--- config.mk ---
export PLATFORM = sky130hd
export DESIGN_NAME = minv_reg_ctrl
export DESIGN_NICKNAME = d
export VERILOG_FILES = /design/src/rtl/minv_pkg.sv /design/src/rtl/minv_reg_ctrl.sv
export SDC_FILE = /design/constraint.sdc
export NUM_CORES = 1
export LEC_CHECK = 0
export ABC_AREA = 1
export CAP_MARGIN = 20
export CORE_MARGIN = 3
export CORE_UTILIZATION = 22
export DETAILED_ROUTE_END_ITERATION = 8
export PLACE_DENSITY = 0.86
export SLEW_MARGIN = 5
export SYNTH_ARGS = -nofsm -noshare
export SYNTH_HDL_FRONTEND = slang
export SYNTH_SLANG_ARGS = --single-unit
--- constraint.sdc ---
create_clock -name clk -period 1.6 [get_ports clk]
set_input_delay 0.32 -clock clk [delete_from_list [all_inputs] [get_ports clk]]
set_output_delay 0.32 -clock clk [all_outputs]
set_load 0.005 [all_outputs]
--- src/rtl/minv_pkg.sv ---
// Shared definitions for the modular-inverse register controller: word geometry
// and FSM state encoding.
package minv_pkg;

  localparam int unsigned MINV_WORDS  = 8;
  localparam int unsigned MINV_WORD_W = 32;

  typedef enum logic [1:0] {
    IDLE = 2'd0,
    LOAD = 2'd1,
    READ = 2'd2
  } minv_state_e;

endpackage

--- src/rtl/minv_reg_ctrl.sv ---
// Sequencer for the 256-bit U/T register: word load, 1-bit right shift, and
// rotating readout. Optional shift counter enabled by MINV_REG_CTRL_SHRCNT_EN.
module minv_reg_ctrl
  import minv_pkg::*;
(
  input  logic                   clk,
  input  logic                   rst,
  input  logic                   ld_valid,
  output logic                   ld_ready,
  input  logic [MINV_WORD_W-1:0] ld_data,
  input  logic                   shr_req,
  input  logic                   shr_bit,
  output logic                   shr_ack,
  input  logic                   rd_req,
  output logic                   rd_valid,
  output logic [MINV_WORD_W-1:0] rd_data,
  input  logic [MINV_WORD_W-1:0] reg_lo,
  output logic                   reg_we,
  output logic                   reg_sel_cyc,
  output logic                   reg_sel_rs,
  output logic                   reg_bit256,
  output logic [MINV_WORD_W-1:0] reg_din,
`ifdef MINV_REG_CTRL_SHRCNT_EN
  output logic [8:0]             shr_cnt,
`endif
  output logic                   busy
);

  localparam logic [2:0] WLAST = 3'(MINV_WORDS - 1);

  minv_state_e state_q, state_d;
  logic [2:0]  wcnt, wcnt_d;
  logic        ld_first;

  always_comb begin
    state_d     = state_q;
    wcnt_d      = wcnt;
    ld_ready    = 1'b0;
    shr_ack     = 1'b0;
    rd_valid    = 1'b0;
    rd_data     = '0;
    reg_we      = 1'b0;
    reg_sel_cyc = 1'b0;
    reg_sel_rs  = 1'b0;
    reg_bit256  = 1'b0;
    reg_din     = '0;
    busy        = 1'b0;
    ld_first    = 1'b0;
    case (state_q)
      IDLE: begin
        ld_ready = 1'b1;
        if (ld_valid) begin
          ld_first = 1'b1;
          reg_we   = 1'b1;
          reg_din  = ld_data;
          wcnt_d   = wcnt + 3'd1;
          state_d  = LOAD;
        end else if (rd_req) begin
          wcnt_d  = '0;
          state_d = READ;
        end else if (shr_req) begin
          shr_ack    = 1'b1;
          reg_we     = 1'b1;
          reg_sel_rs = 1'b1;
          reg_bit256 = shr_bit;
        end
      end
      LOAD: begin
        busy     = 1'b1;
        ld_ready = 1'b1;
        if (ld_valid) begin
          reg_we  = 1'b1;
          reg_din = ld_data;
          wcnt_d  = wcnt + 3'd1;
          if (wcnt == WLAST) state_d = IDLE;
        end
      end
      READ: begin
        // Each read cycle rotates one word down so reg_lo presents the next
        // word; eight rotations bring the register back to its original state.
        busy        = 1'b1;
        rd_valid    = 1'b1;
        rd_data     = reg_lo;
        reg_we      = 1'b1;
        reg_sel_cyc = 1'b1;
        wcnt_d      = wcnt + 3'd1;
        if (wcnt == WLAST) state_d = IDLE;
      end
      default: begin
        wcnt_d  = '0;
        state_d = IDLE;
      end
    endcase
  end

  always_ff @(posedge clk or posedge rst) begin
    if (rst) begin
      state_q <= IDLE;
      wcnt    <= '0;
    end else begin
      state_q <= state_d;
      wcnt    <= wcnt_d;
    end
  end

`ifdef MINV_REG_CTRL_SHRCNT_EN
  always_ff @(posedge clk or posedge rst) begin
    if (rst)
      shr_cnt <= '0;
    else if (ld_first)
      shr_cnt <= '0;
    else if (shr_ack && (shr_cnt != '1))
      shr_cnt <= shr_cnt + 9'd1;
  end
`endif

endmodule

Word level (Yosys, flattened, before mapping)
Cells that the tools add are included.
W data, S select, Z words.
- output and inout port bits: 72
- word-level logic and storage cells: 38
- input bits: 70
- register bits after elaboration: 5
- $add $sub $neg: 1
- muxes and demuxes: 26
- reductions and logical operators: 4
- equality and inequality tests: 5
- operator list (operator ; count):
    $mux W32 ; 3
    $mux W1 ; 13
    $mux W3 ; 3
    $pmux W3 S3 ; 1
    $mux W2 ; 4
    $pmux W2 S3 ; 1
    $reduce_or A2 Y1 ; 2
    $add A3 B1 Y3 const B ; 1
    $eq A3 B3 Y1 const B ; 1
    $ne A3 B3 Y1 const B ; 1
    $pmux W1 S3 ; 1
    $eq A2 B1 Y1 const B ; 1
    $eq A2 B2 Y1 const B ; 1
    $logic_not A2 Y1 ; 1
    $ne A2 B2 Y1 const B ; 1
    $reduce_and A2 Y1 ; 1

Logic depth before layout (Yosys ltp)
Gate-level depths: netlist (run 1).
- depth in word-level cells: 4
- gate-level depth with buffers: 7
- mapped depth without buffers: 7

Worst setup path after synthesis (run 1)
No wires, ideal clock.
- path kind: reg-to-output
- from: register state_q[0]
- to: output port reg_din[11]
- data arrival time: 1269 ps
- slack: 11 ps
- data required time: 1280 ps
- cell stages (with the launch flop): 7
- cell sequence: dfrtp_1 inv_1 ha_1 or2_4 nand2_4 buf_6 nor2_1
- word-level cells in the longest chain between the ends: 3
- elaborated cells between the ends (all ways): 4
- those cells by class: eq/ne (1); mux (1); reduce/logical (2)
- ends and longest elaborated chain (element ; line ; RTL):
    from (decl) ; minv_reg_ctrl.sv:31 ; minv_state_e state_q, state_d;
    from (signal assigned) ; minv_reg_ctrl.sv:101 ; state_q <= state_d;
    $eq A2 B1 Y1 / $logic_not A2 Y1 (equally long branches) ; minv_reg_ctrl.sv:49 ; case (state_q)
    $reduce_or A2 Y1 (no line) (*) ; -- ;
    $mux W32 (*) ; -- ;
    to (decl) ; minv_reg_ctrl.sv:22 ; output logic [MINV_WORD_W-1:0] reg_din,
Every way passes the cells marked *; elsewhere a longest branch is shown, timed or not.

Worst setup path in the final report (run 1)
- from: register state_q[0]
- to: output port reg_din[30]
The elaborated chain is that of the path after synthesis.

==> results by group, run 1 <==
Routing
  • Residual DRC: 0
  • Antenna Nets Post-Route: 0
  • Total number of vias: 1781
  • DRT iter0 DRCs: 20
  • Drt first pass iters: 4
  • Vias per cell: 4.142
  • Wire per inst: 12.05 um
  • Total routed wirelength: 5.183 mm

Clocking
  • Clk pin slew, worst setup/hold paths: 0.03 ns
  • CTS tree: built
  • Root buffer cell: clkbuf_8
  • Clk Latency, worst-skew pair: 0.22 ns
  • Total number of H-tree levels: 1
  • Num CTS Buffers: 3
  • Clock buffer depth: 2
  • Clock Sinks: 5

Power and ir drop
  • Total power: 3.497 mW
  • Leak pwr: 1.807 nW
  • Power per standard cell area: 1208 mW/mm^2
  • Maximum vdd ir drop: 1070 uV

Synthesis
  • Ranking of synthesized cells by area: inv_1, nand2_1, nor2_1, dfrtp_1, ha_1
  • Ys async rst share: 100.0%
  • Seq/Total Area, Yosys: 12.30%
  • Synthesis-stage register bit count: 5
  • Netlist cell types: 18
  • Synth area leader: inv_1
  • Yosys Warn Count: 0
  • Synth top area share: 26.94%
  • Synthesized area: 0.001017 sq mm
  • Post-Syn Area per Cell: 5.112 sq um
  • Cells after synthesis: 199
  • Post-synth EDFFs: 0
  • Syn nets: 277
  • Ys flop type: dfrtp_1

Place
  • Dpl cell area: 0.002545 sq mm
  • GPL Wtd Cong: 0.7982
  • Worst slack, placed: -0.5591 ns
  • # placed instances: 399
  • Hpwl dp: 3.654 mm
  • I/O Buffers: 141

STA
  • Final slew viol count: 0
  • Max_slew headroom: 68.52%
  • Final setup violation count: 70
  • Setup_tns: -19.89 ns
  • Slew @ Worst Pin: 0.4722 ns
  • Setup ws final: -0.4496 ns
  • Hold Fails Final Rpt: 0
  • Hold slack: 0.2977 ns
  • Fmax: 487.9 MHz
  • Crit share post-route: 128.1%
  • Crit path time final: 2.050 ns
  • Clock Skews: 0.001101 ns
  • RSZ-0062 raised after global routing: yes

Final layout
  • Nets: 457
  • Layout Cells excl Fill: 430
  • Syn-to-layout area delta: 184.6%
  • Ant. Diodes: 0
  • Util after Layout: 65.59%
  • Share of layout cells above drive strength 1: 38.89%
  • Fin area: 0.002895 sq mm

GRT
  • GR Overflow Total: 0
  • Initial antenna violation count: 0
  • Vias in the first global route: 1736
  • First-pass GRT wire length: 7.776 mm
  • GRT Max-Usage Layer: met2
  • Met2 usage: 34.84%
  • Met3 global-route usage: 3.919%
  • Global Route Usage Sum: 17.97%
  • Met1 Use GR: 19.45%
  • Largest net degree at the start of global routing: 9

Floorplan
  • Ports: 142
  • Die height: 74 um
  • Die width: 74 um
  • Core area: 0.004414 sq mm
  • Starting Density: 23.04%
  • Row cnt: 24
  • Area of the die: 0.005476 sq mm

Job
  • Max-cap violation count: 0

Worst setup path
  • Crit. End Element: primary output
  • Crit path DAT: 1.73 ns
  • Startpoint types: register
  • Reg2reg setup slack: 0.14 ns
  • Reg-to-Reg End: wcnt[2]
  • Worst Reg-to-Reg Cells: 10
  • Reg-to-Reg Start: state_q[0]
  • Crit Path Class: reg2out
  • Peak fanout along the critical path: 7
  • Worst Path Required: 1.28 ns

Outcome
  • Failing checks: negative setup slack
  • Status: finished, violations left

Worst hold path
  • Hold crit path type: in2async
## cell type report
type / count / area (sq um)
repair buffers: 181 / 1623
flip-flops and latches: 5 / 125.1
multi-input cells: 115 / 763.2
well taps: 52 / 65.06
clock buffers: 4 / 45.04
inverters: 73 / 274.0
fillers: 400 / 1519
## sequential cells by signal, summed over array words and instances, names as in the netlist
name / count
state_q: 2
wcnt: 3
## worst max path at each step
stage | startpoint | end | slack [ns] | cells after the start
3_5_place_dp | ld_valid | reg_din[28] | -0.56 | 4
5_1_grt | state_q[0] | reg_din[21] | -0.51 | 9
4_1_cts | state_q[0] | reg_din[28] | -0.46 | 9
3_3_place_gp | ld_valid | reg_din[28] | -0.57 | 4
6_report | state_q[0] | reg_din[30] | -0.45 | 9
2_1_floorplan | state_q[0] | reg_din[11] | 0.01 | 6
## cells in the mapped netlist, drive strengths merged, types with 2 or more instances
library cell  instances
nand3                 6
nand4                 2
a21oi                 4
nand2                53
dfrtp                 5
inv                  73
ha                    8
nor2                 36
buf                   8
## per-layer routing
metal | wire (um) | vias to the layer above
li1 | - | 898
met2 | 2704 | 87
met1 | 1875 | 790
met4 | 51 | 0
met5 | 0 | -
met3 | 551 | 6
## layout by cell type, fill, tap and decap left out, drive strengths merged
master,netlist,layout
dlymetal6s2s,0,1
nor3b,1,1
a21oi,4,4
nor2,36,36
nand2,53,56
dlygate4sd2,0,7
or2,1,1
clkdlybuf4s15,0,5
nand3,6,6
ha,8,8
clkbuf,1,18
dfrtp,5,5
o21bai,1,1
inv,73,73
nand4,2,2
buf,8,84
clkdlybuf4s50,0,68
bufbuf,0,2
## what timing repair did
action,CTS,global route
gates resized for setup,280,35
gates cloned,6,0
pin swaps,15,3
setup buffers,21,4
hold buffers,0,0
setup endpoints to repair,72,77
## cell families after synthesis
kind of cell               after synthesis  share of synthesized area, %
AOI/OAI and AO/OA                        5                         3.075
adders and majority gates                8                         9.840
buffers and inverters                   82                         34.93
DFF                                      5                         12.30
and+or+nand+nor                         99                         39.85
## where the power goes
group / internal (mW) / total (mW) / switching [mW]
Combinational: 1.77 / 3.05 / 1.28
Sequential: 0.183 / 0.222 / 0.0386
Clock: 0.170 / 0.226 / 0.0555
## worst max-delay path: stages, from the launching register on
cell and delay, ns:
dfrtp_1 0.38, inv_2 0.05, buf_6 0.11, ha_4 0.15, or2_4 0.30, buf_12 0.15, nand2_8 0.10, buf_6 0.11
nor2_1 0.03, buf_2 0.11
Note: power is estimated with default switching activity, not from simulation.
==> run 2: changes to the inputs <==
GPL_ROUTABILITY_DRIVEN = 0   (was unset)
==> results of run 2 <==
The final DEF is identical to that of run 1; final timing and power are the same.
